$ cat config.mk
export PLATFORM = sky130hd
export DESIGN_NAME = sig_filt_mc
export DESIGN_NICKNAME = d
export VERILOG_FILES = /design/src/rtl/sig_filt_mc.sv
export SDC_FILE = /design/constraint.sdc
export NUM_CORES = 1
export LEC_CHECK = 0
export CAP_MARGIN = 0
export CELL_PAD_IN_SITES_DETAIL_PLACEMENT = 0
export CELL_PAD_IN_SITES_GLOBAL_PLACEMENT = 1
export CORE_MARGIN = 3
export CORE_UTILIZATION = 28
export DETAILED_ROUTE_END_ITERATION = 12
export GPL_ROUTABILITY_DRIVEN = 0
export PLACE_DENSITY_LB_ADDON = 0.3
export SLEW_MARGIN = 0
export SYNTH_ARGS = -nofsm -noshare
export SYNTH_HDL_FRONTEND = slang
export SYNTH_SLANG_ARGS = --single-unit
$ cat constraint.sdc
create_clock -name clk -period 3.65 [get_ports clk]
set_input_delay 0.73 -clock clk [delete_from_list [all_inputs] [get_ports clk]]
set_output_delay 0.73 -clock clk [all_outputs]
set_load 0.01 [all_outputs]
$ cat src/rtl/sig_filt_mc.sv
// sig_filt_mc: per-channel three-flop synchroniser, stability-counter debounce and edge pulses.
// Period measurement is compiled in only when macro SIG_FILT_PERIOD_EN is defined.
module sig_filt_mc #(
  parameter int NCH      = 4,
  parameter int STBL_W   = 16,
  parameter int FAST_SIM = 1,
  parameter int PER_W    = 20
) (
  input  logic                 clk,
  input  logic                 rst_n,
  input  logic [NCH-1:0]       sig_in,
  output logic [NCH-1:0]       sig_filt,
  output logic [NCH-1:0]       sig_rise,
  output logic [NCH-1:0]       sig_fall,
  output logic [NCH-1:0]       per_vld,
  output logic [NCH*PER_W-1:0] period,
  output logic [NCH-1:0]       timeout
);

  localparam logic [STBL_W-1:0] THRESH = (FAST_SIM != 0) ? STBL_W'(511) : {STBL_W{1'b1}};

  logic [NCH-1:0]             ff1_q, ff2_q, ff3_q;
  logic [NCH-1:0]             filt_q, filt_d, prev_q;
  logic [NCH-1:0][STBL_W-1:0] stbl_q, stbl_d;
  logic [NCH-1:0]             rise_s, fall_s;

  always_ff @(posedge clk or negedge rst_n) begin
    if (!rst_n) begin
      ff1_q <= '0;
      ff2_q <= '0;
      ff3_q <= '0;
    end else begin
      ff1_q <= sig_in;
      ff2_q <= ff1_q;
      ff3_q <= ff2_q;
    end
  end

  // The filtered level only follows ff3 once the counter has seen THRESH quiet cycles.
  always_comb begin
    stbl_d = stbl_q;
    filt_d = filt_q;
    for (int i = 0; i < NCH; i++) begin
      if (ff2_q[i] != ff3_q[i]) begin
        stbl_d[i] = '0;
      end else if (stbl_q[i] < THRESH) begin
        stbl_d[i] = stbl_q[i] + STBL_W'(1);
      end else begin
        stbl_d[i] = stbl_q[i];
      end
      if (stbl_q[i] >= THRESH) begin
        filt_d[i] = ff3_q[i];
      end else begin
        filt_d[i] = filt_q[i];
      end
    end
  end

  always_ff @(posedge clk or negedge rst_n) begin
    if (!rst_n) begin
      stbl_q <= '0;
      filt_q <= '0;
      prev_q <= '0;
    end else begin
      stbl_q <= stbl_d;
      filt_q <= filt_d;
      prev_q <= filt_q;
    end
  end

  assign rise_s   = filt_q & ~prev_q;
  assign fall_s   = ~filt_q & prev_q;
  assign sig_filt = filt_q;
  assign sig_rise = rise_s;
  assign sig_fall = fall_s;

`ifdef SIG_FILT_PERIOD_EN
  localparam logic [PER_W-1:0] PER_MAX = {PER_W{1'b1}};

  logic [NCH-1:0][PER_W-1:0] pcnt_q, pcnt_d, per_q, per_d;
  logic [NCH-1:0]            arm_q, arm_d, vld_q, vld_d;

  // Restarting at 1 on the rise cycle makes rises N cycles apart read back as N.
  always_comb begin
    pcnt_d = pcnt_q;
    per_d  = per_q;
    arm_d  = arm_q;
    vld_d  = '0;
    for (int i = 0; i < NCH; i++) begin
      if (rise_s[i]) begin
        pcnt_d[i] = PER_W'(1);
        arm_d[i]  = 1'b1;
        if (arm_q[i] && (pcnt_q[i] != PER_MAX)) begin
          per_d[i] = pcnt_q[i];
          vld_d[i] = 1'b1;
        end else begin
          per_d[i] = per_q[i];
          vld_d[i] = 1'b0;
        end
      end else if (pcnt_q[i] != PER_MAX) begin
        pcnt_d[i] = pcnt_q[i] + PER_W'(1);
      end else begin
        pcnt_d[i] = pcnt_q[i];
      end
    end
  end

  always_ff @(posedge clk or negedge rst_n) begin
    if (!rst_n) begin
      pcnt_q <= '0;
      per_q  <= '0;
      arm_q  <= '0;
      vld_q  <= '0;
    end else begin
      pcnt_q <= pcnt_d;
      per_q  <= per_d;
      arm_q  <= arm_d;
      vld_q  <= vld_d;
    end
  end

  always_comb begin
    period  = '0;
    timeout = '0;
    for (int i = 0; i < NCH; i++) begin
      period[i*PER_W +: PER_W] = per_q[i];
      timeout[i]               = (pcnt_q[i] == PER_MAX);
    end
  end

  assign per_vld = vld_q;
`else
  assign per_vld = '0;
  assign period  = '0;
  assign timeout = '0;
`endif

endmodule

==> summary.log, run 1 <==
INFO  cells_and_area utilization=31.6%
INFO  floorplan      ios=106
INFO  route          detailedRoute.firstIterationViolations=235
INFO  cells_and_area layout-drive-gt1-share=7.23%
INFO  clock_network  post_cts.resized_instances=0
INFO  floorplan      floorplan.die.height=129µm
INFO  clock_network  post_cts_hold_buffer_count=0
INFO  pwr            vdd_ir_drop_max=0.204mV
INFO  logic_synthesis yosys_most_used_dff=sky130_fd_sc_hd__dfrtp_1
INFO  logic_synthesis sequential_area_share_after_synthesis=49.7%
INFO  sta            max-slew-margin-rel=48.3%
INFO  logic_synthesis netlist_area=4230µm²
INFO  critical_path  critical_path_class=flip-flop to primary output
INFO  clock_network  post_cts_buffers=0
INFO  grt            globalRouteTotalUtil=9.11%
INFO  pwr            finalPower=2.14mW
INFO  pwr            switching_power=0.487mW
INFO  route          ant_nets=0
INFO  logic_synthesis synthMostInstantiatedCell=sky130_fd_sc_hd__buf_4
INFO  sta            clock_skew=0.00351ns
INFO  sta            timing_max_transition_violations_final=0
INFO  clock_network  cts_max_path_buffers=2
INFO  placement      place_worst_setup_slack=1.77ns
INFO  placement      dp_hpwl=4880µm
INFO  critical_path  worstSetupEndpointType=primary output
INFO  clock_network  cts.htree.levels=3
INFO  logic_synthesis post_synth_most_frequent_cells=sky130_fd_sc_hd__buf_4 (88), sky130_fd_sc_hd__dfrtp_1 (84), sky130_fd_sc_hd__and2_1 (26), sky130_fd_sc_hd__a21oi_1 (19)
INFO  run_status     status=complete, no violations
INFO  route          detail_route.vias_per_cell=4.31
INFO  floorplan      core_region_area=14600µm²
INFO  critical_path  setup.worst_path.start_class=flip-flop
INFO  pwr            sequential_power_share=46.0%
INFO  job            maxCapViolations=0
INFO  cells_and_area layout_nets=434
INFO  sta            setup_slack=1.49ns
INFO  route          drc=0
INFO  clock_network  cts.sinks=84
INFO  clock_network  path_clk_slew=0.06ns
INFO  route          number_of_vias_in_the_routed_layout=2643
INFO  logic_synthesis netlist_instances=398
INFO  sta            unrepaired_setup_endpoints_after_global_routing=false
INFO  logic_synthesis ys_seq_elements=84
INFO  floorplan      initial_core_util=28.9%
INFO  critical_path  critical_path_required=2.92ns
INFO  placement      place.port_buffers=17
INFO  logic_synthesis synth.distinct_cells=46
INFO  clock_network  number_of_clock_buffers_inserted_by_tritoncts=9
INFO  cells_and_area area_growth=9.38%
INFO  sta            fin_crit=2.16ns
INFO  clock_network  tritoncts=done
INFO  sta            final_min_period_over_clock_period=59.2%
INFO  critical_path  critical_path.max_fanout=4
INFO  logic_synthesis synth-async-reset-ratio=100%
INFO  hold_path      worstHoldPathType=flip-flop to flip-flop
INFO  sta            timing.hold.ws=0.352ns
INFO  sta            hold_violations=0
INFO  pwr            power.share.clock=47.2%
INFO  cells_and_area total_of_fill_cells_in_the_finished_design=1489
INFO  route          detail_route.wl_per_cell=11.6µm
INFO  floorplan      die_area=16600µm²
INFO  pwr            leakage=2.13nW
INFO  pwr            internal_power=1.65mW
INFO  pwr            p_sw_share=22.8%
INFO  critical_path  worstPathArrival=1.43ns
INFO  grt            initial_antenna_violation_count=0
INFO  sta            setup_tns=0ns
INFO  pwr            combPwrFrac=6.8%
INFO  logic_synthesis yosysWarnings=0
INFO  logic_synthesis synthDominantAreaCellType=sky130_fd_sc_hd__dfrtp_1
INFO  sta            timing.final.setup_violations=0
INFO  logic_synthesis syn-mean-instance-area=10.6µm²
INFO  sta            worst-slew-pin-transition=0.773ns
INFO  grt            globalRoute.totalOverflow=0
INFO  clock_network  clock_insertion_delay_worst_skew=0.33ns
INFO  floorplan      num_rows=44
INFO  cells_and_area insertedDiodeCount=0
INFO  logic_synthesis synth_largest_type_area_fraction=49.7%
INFO  clock_network  root_buffer_master=sky130_fd_sc_hd__clkbuf_16
INFO  grt            grt_pass1_vias=2481
INFO  logic_synthesis synth_top_cells_by_area=sky130_fd_sc_hd__dfrtp_1 (50%), sky130_fd_sc_hd__buf_4 (16%), sky130_fd_sc_hd__and2_1 (3.8%), sky130_fd_sc_hd__a21oi_1 (2.2%), sky130_fd_sc_hd__nand3_1 (1.8%)
INFO  route          drtPass1Iterations=5
INFO  grt            grt_first_pass_wirelength=12100µm
INFO  floorplan      die_x=129µm
INFO  grt            grt_start_max_net_pins=42
INFO  logic_synthesis synth_edf_count=0
INFO  pwr            powerDensity=463nW/µm²
INFO  sta            max_clock_freq=463MHz
INFO  route          routed_wl=7100µm
[state kept, by name (all words and copies together) (netlist names)]
register and count:
prev_q 4, stbl_q 64, ff1_q 4, ff3_q 4, sig_filt 4, ff2_q 4
[critical path: stages, from the launching register on]
cell,delay [ns]
sky130_fd_sc_hd__dfrtp_1,0.39
sky130_fd_sc_hd__inv_1,0.07
sky130_fd_sc_hd__nor2_1,0.11
sky130_fd_sc_hd__clkdlybuf4s50_1,0.54
[final timing paths]
check | start | endpoint | slack (ns) | depth (start not counted)
worst max register to register | stbl_q[16] | stbl_q[21] | 1.78 | 5
worst min-delay path | ff1_q[3] | ff2_q[3] | 0.35 | 0
worst min register to register | ff1_q[3] | ff2_q[3] | 0.35 | 0
worst max-delay path | sig_filt[3] | sig_rise[3] | 1.49 | 3
max in group asynchronous | rst_n | stbl_q[59] | 2.53 | 2
min in group asynchronous | rst_n | ff1_q[2] | 0.37 | 1
[cell usage in the layout (no fill, tap or decap), types with 9 or more instances in the layout]
master	n
sky130_fd_sc_hd__dfrtp_1	84
sky130_fd_sc_hd__nand3_1	15
sky130_fd_sc_hd__and2_1	26
sky130_fd_sc_hd__or3_1	9
sky130_fd_sc_hd__o21ai_0	12
sky130_fd_sc_hd__a21oi_1	19
sky130_fd_sc_hd__clkdlybuf4s50_1	16
sky130_fd_sc_hd__nor2_1	15
sky130_fd_sc_hd__conb_1	88
sky130_fd_sc_hd__nand2_1	14
sky130_fd_sc_hd__inv_1	10
sky130_fd_sc_hd__clkbuf_16	9
[metrics by stage]
| stage | area, µm² | instances |
|---|---|---|
| finish | 4620 | 613 |
| global route | 4620 | 613 |
| CTS | 4620 | 613 |
| detailed placement | 4290 | 597 |
| global placement | 4290 | 597 |
| floorplan | 4550 | 485 |
[logic make-up (layout without fill, tap and decap cells)]
family / after synthesis / after routing / share of synthesized area [%]
AOI/OAI and AO/OA: 64 / 64 / 10.4
xor gates and xnor gates: 11 / 11 / 2.28
adders and majority gates: 4 / 4 / 1.18
buffers and inverters: 101 / 45 / 17.0
DFF: 84 / 84 / 49.7
muxes: 6 / 6 / 1.48
other: 1 / 88 / 0.0887
and+or+nand+nor: 127 / 127 / 17.9
[power groups by stage]
stage          clock [mW]  sequential [mW]  combinational [mW]
5_1_grt              1.09            0.986               0.171
3_5_place_dp            0             1.00               0.147
4_1_cts              1.05            0.983               0.148
6_report             1.01            0.983               0.146
3_3_place_gp            0            0.998               0.143
2_1_floorplan           0            0.994               0.171
[per-layer routing]
layer	wire [µm]	track usage (%)
met4	92	3.52
met2	3280	13.6
met5	0	0
met3	420	3.53
met1	3310	11.9
[cell type report]
type | count | area [µm²] | area share (%)
repair buffers | 19 | 183 | 3.95
flip-flops and latches | 84 | 2100 | 45.5
well taps | 184 | 230 | 4.98
clock inverters | 3 | 67.6 | 1.46
inverters | 10 | 37.5 | 0.812
multi-input cells | 300 | 1730 | 37.5
clock buffers | 13 | 270 | 5.84
No activity file was read; power rests on OpenSTA's default activity.
==> run 2: changes to the inputs <==
==> constraint.sdc (replaced) <==
create_clock -name clk -period 1.9 [get_ports clk]
set_input_delay 0.38 -clock clk [delete_from_list [all_inputs] [get_ports clk]]
set_output_delay 0.38 -clock clk [all_outputs]
set_load 0.01 [all_outputs]
==> run 2 against run 1 <==
Against the previous run: clock skew grew 0.0020 ns; power up 89%; critical path depth did not move; first-iteration DRC count is 17% lower; count of clock-buffer cells in the layout decreased by 2; worst hold slack got worse by 0.0024 ns; largest cell class unchanged; largest power group is now sequential cells; setup slack got worse by 1.4 ns; sequential cell count unchanged; wire length fell by 1.4%.
==> summary.log, run 2 (synthesized netlist as in run 1, its figures left out) <==
INFO  run_status     status=complete, no violations
INFO  clock_network  number_of_clock_buffers_inserted_by_tritoncts=9
INFO  critical_path  worstSetupEndpointType=primary output
INFO  route          detail_route.wl_per_cell=11.2µm
INFO  grt            globalRouteTotalUtil=8.86%
INFO  route          ant_nets=0
INFO  pwr            vdd_ir_drop_max=0.424mV
INFO  grt            grt_first_pass_wirelength=11900µm
INFO  sta            max-slew-margin-rel=64.6%
INFO  clock_network  tritoncts=done
INFO  critical_path  reg2reg_depth=6
INFO  floorplan      die_x=129µm
INFO  sta            setup_tns=0ns
INFO  sta            timing.final.setup_violations=0
INFO  sta            worst-slew-pin-transition=0.528ns
INFO  hold_path      worstHoldPathType=flip-flop to flip-flop
INFO  pwr            leakage=2.24nW
INFO  floorplan      num_rows=44
INFO  route          routed-wl-met3=368µm
INFO  route          wl_met2=3180µm
INFO  clock_network  cts_max_path_buffers=2
INFO  floorplan      initial_core_util=28.9%
INFO  grt            grt_start_max_net_pins=40
INFO  critical_path  critical_path_class=flip-flop to primary output
INFO  sta            timing_max_transition_violations_final=0
INFO  cells_and_area layout_nets=448
INFO  sta            setup_slack=0.0694ns
INFO  clock_network  root_buffer_master=sky130_fd_sc_hd__clkbuf_16
INFO  sta            max_clock_freq=546MHz
INFO  floorplan      floorplan.die.height=129µm
INFO  route          number_of_vias_in_the_routed_layout=2674
INFO  cells_and_area insertedDiodeCount=0
INFO  sta            unrepaired_setup_endpoints_after_global_routing=false
INFO  cells_and_area layout.cells.most_common=sky130_fd_sc_hd__conb_1
INFO  placement      dp_hpwl=5000µm
INFO  sta            hold_violations=0
INFO  sta            final_min_period_over_clock_period=96.3%
INFO  placement      place_worst_setup_slack=0.133ns
INFO  cells_and_area area_growth=11.9%
INFO  pwr            powerDensity=857nW/µm²
INFO  route          routed_wl=7000µm
INFO  critical_path  critical_path_required=1.52ns
INFO  sta            clock_skew=0.00550ns
INFO  clock_network  cts.sinks=84
INFO  hold_path      cell_depth_of_the_worst_hold_path=0
INFO  grt            grt_pass1_vias=2517
INFO  critical_path  reg2reg_from=stbl_q[16]
INFO  critical_path  worst-r2r-setup-slack=0.13ns
INFO  placement      place.port_buffers=17
INFO  route          route.top_layer_used=met4
INFO  critical_path  setup.worst_path.start_class=flip-flop
INFO  route          detail_route.vias_per_cell=4.26
INFO  route          detailedRoute.firstIterationViolations=195
INFO  floorplan      core_region_area=14600µm²
INFO  critical_path  critical_path.reg2reg.endpoint=stbl_q[16]
INFO  sta            fin_crit=1.83ns
INFO  floorplan      die_area=16600µm²
INFO  job            maxCapViolations=0
INFO  cells_and_area total_of_fill_cells_in_the_finished_design=1495
INFO  clock_network  path_clk_slew=0.06ns
INFO  route          met1_length=3350µm
INFO  clock_network  cts.htree.levels=3
INFO  hold_path      hold_end=ff2_q[2]
INFO  route          drc=0
INFO  grt            globalRoute.totalOverflow=0
INFO  floorplan      ios=106
INFO  cells_and_area largest_register=stbl_q
INFO  clock_network  clock_insertion_delay_worst_skew=0.33ns
INFO  cells_and_area layout-drive-gt1-share=9.93%
INFO  grt            initial_antenna_violation_count=0
INFO  critical_path  critical_path.max_fanout=4
INFO  route          drtPass1Iterations=4
INFO  sta            timing.hold.ws=0.349ns
INFO  critical_path  worstPathArrival=1.45ns
INFO  cells_and_area layout_common_cells=sky130_fd_sc_hd__conb_1 (88), sky130_fd_sc_hd__dfrtp_1 (84), sky130_fd_sc_hd__and2_1 (26), sky130_fd_sc_hd__a21oi_1 (19)
INFO  cells_and_area largest_register_ffs=64
INFO  hold_path      hp-start=ff1_q[2]
-- run 2: critical path, stage by stage, from the launching register on --
cell and delay, ns:
sky130_fd_sc_hd__dfrtp_1 0.39, sky130_fd_sc_hd__inv_1 0.07, sky130_fd_sc_hd__nor2_1 0.11, sky130_fd_sc_hd__clkdlybuf4s50_1 0.55
-- run 2: worst max-delay path by stage --
stage | from | slack, ns | endpoint | depth (start not counted)
6_report | sig_filt[3] | 0.07 | sig_rise[3] | 3
5_1_grt | stbl_q[16] | 0.004 | stbl_q[16] | 6
4_1_cts | sig_filt[2] | 0.006 | sig_rise[2] | 2
3_5_place_dp | stbl_q[16] | 0.13 | stbl_q[21] | 5
3_3_place_gp | stbl_q[16] | 0.17 | stbl_q[21] | 5
2_1_floorplan | stbl_q[16] | 0.24 | stbl_q[22] | 6
-- run 2: routing by layer --
metal  vias up  GRT usage, %
li1       1307             -
met1      1281          11.6
met2        77          13.6
met3         9          3.20
met4         0          3.09
met5         -             0
-- run 2: timing repair --
| action | in CTS | in global routing |
|---|---|---|
| endpoints found under the setup margin | 0 | 3 |
| endpoints found under the hold margin | 28 | 0 |
| hold buffers | 1 | 0 |
| resized for setup | 0 | 2 |
| setup buffers | 0 | 3 |
-- run 2: metrics by stage --
stage / power [mW] / util [%] / std cells / instance area, µm²
2_1_floorplan: 2.24 / - / 485 / 4550
3_3_place_gp: 2.22 / 29.9 / 607 / 4370
5_1_grt: 4.25 / 32.3 / 627 / 4730
3_5_place_dp: 2.23 / 29.9 / 607 / 4370
6_report: 4.05 / 32.3 / 627 / 4730
4_1_cts: 4.12 / 32.1 / 624 / 4700
-- run 2: power by group --
part	internal (mW)	switching [mW]	total, mW
clock	1.18	0.678	1.86
sequential	1.84	0.0465	1.89
combinational	0.0942	0.209	0.304
total	3.12	0.934	4.05
-- run 2: layout make-up --
type	count	area, µm²	area share, %
Clock buffer	11	243	5.13
Clock inverter	5	75.1	1.59
Inverter	10	37.5	0.794
Multi-Input combinational cell	300	1730	36.7
Sequential cell	84	2100	44.4
Tap cell	184	230	4.87
Timing Repair Buffer	33	308	6.51
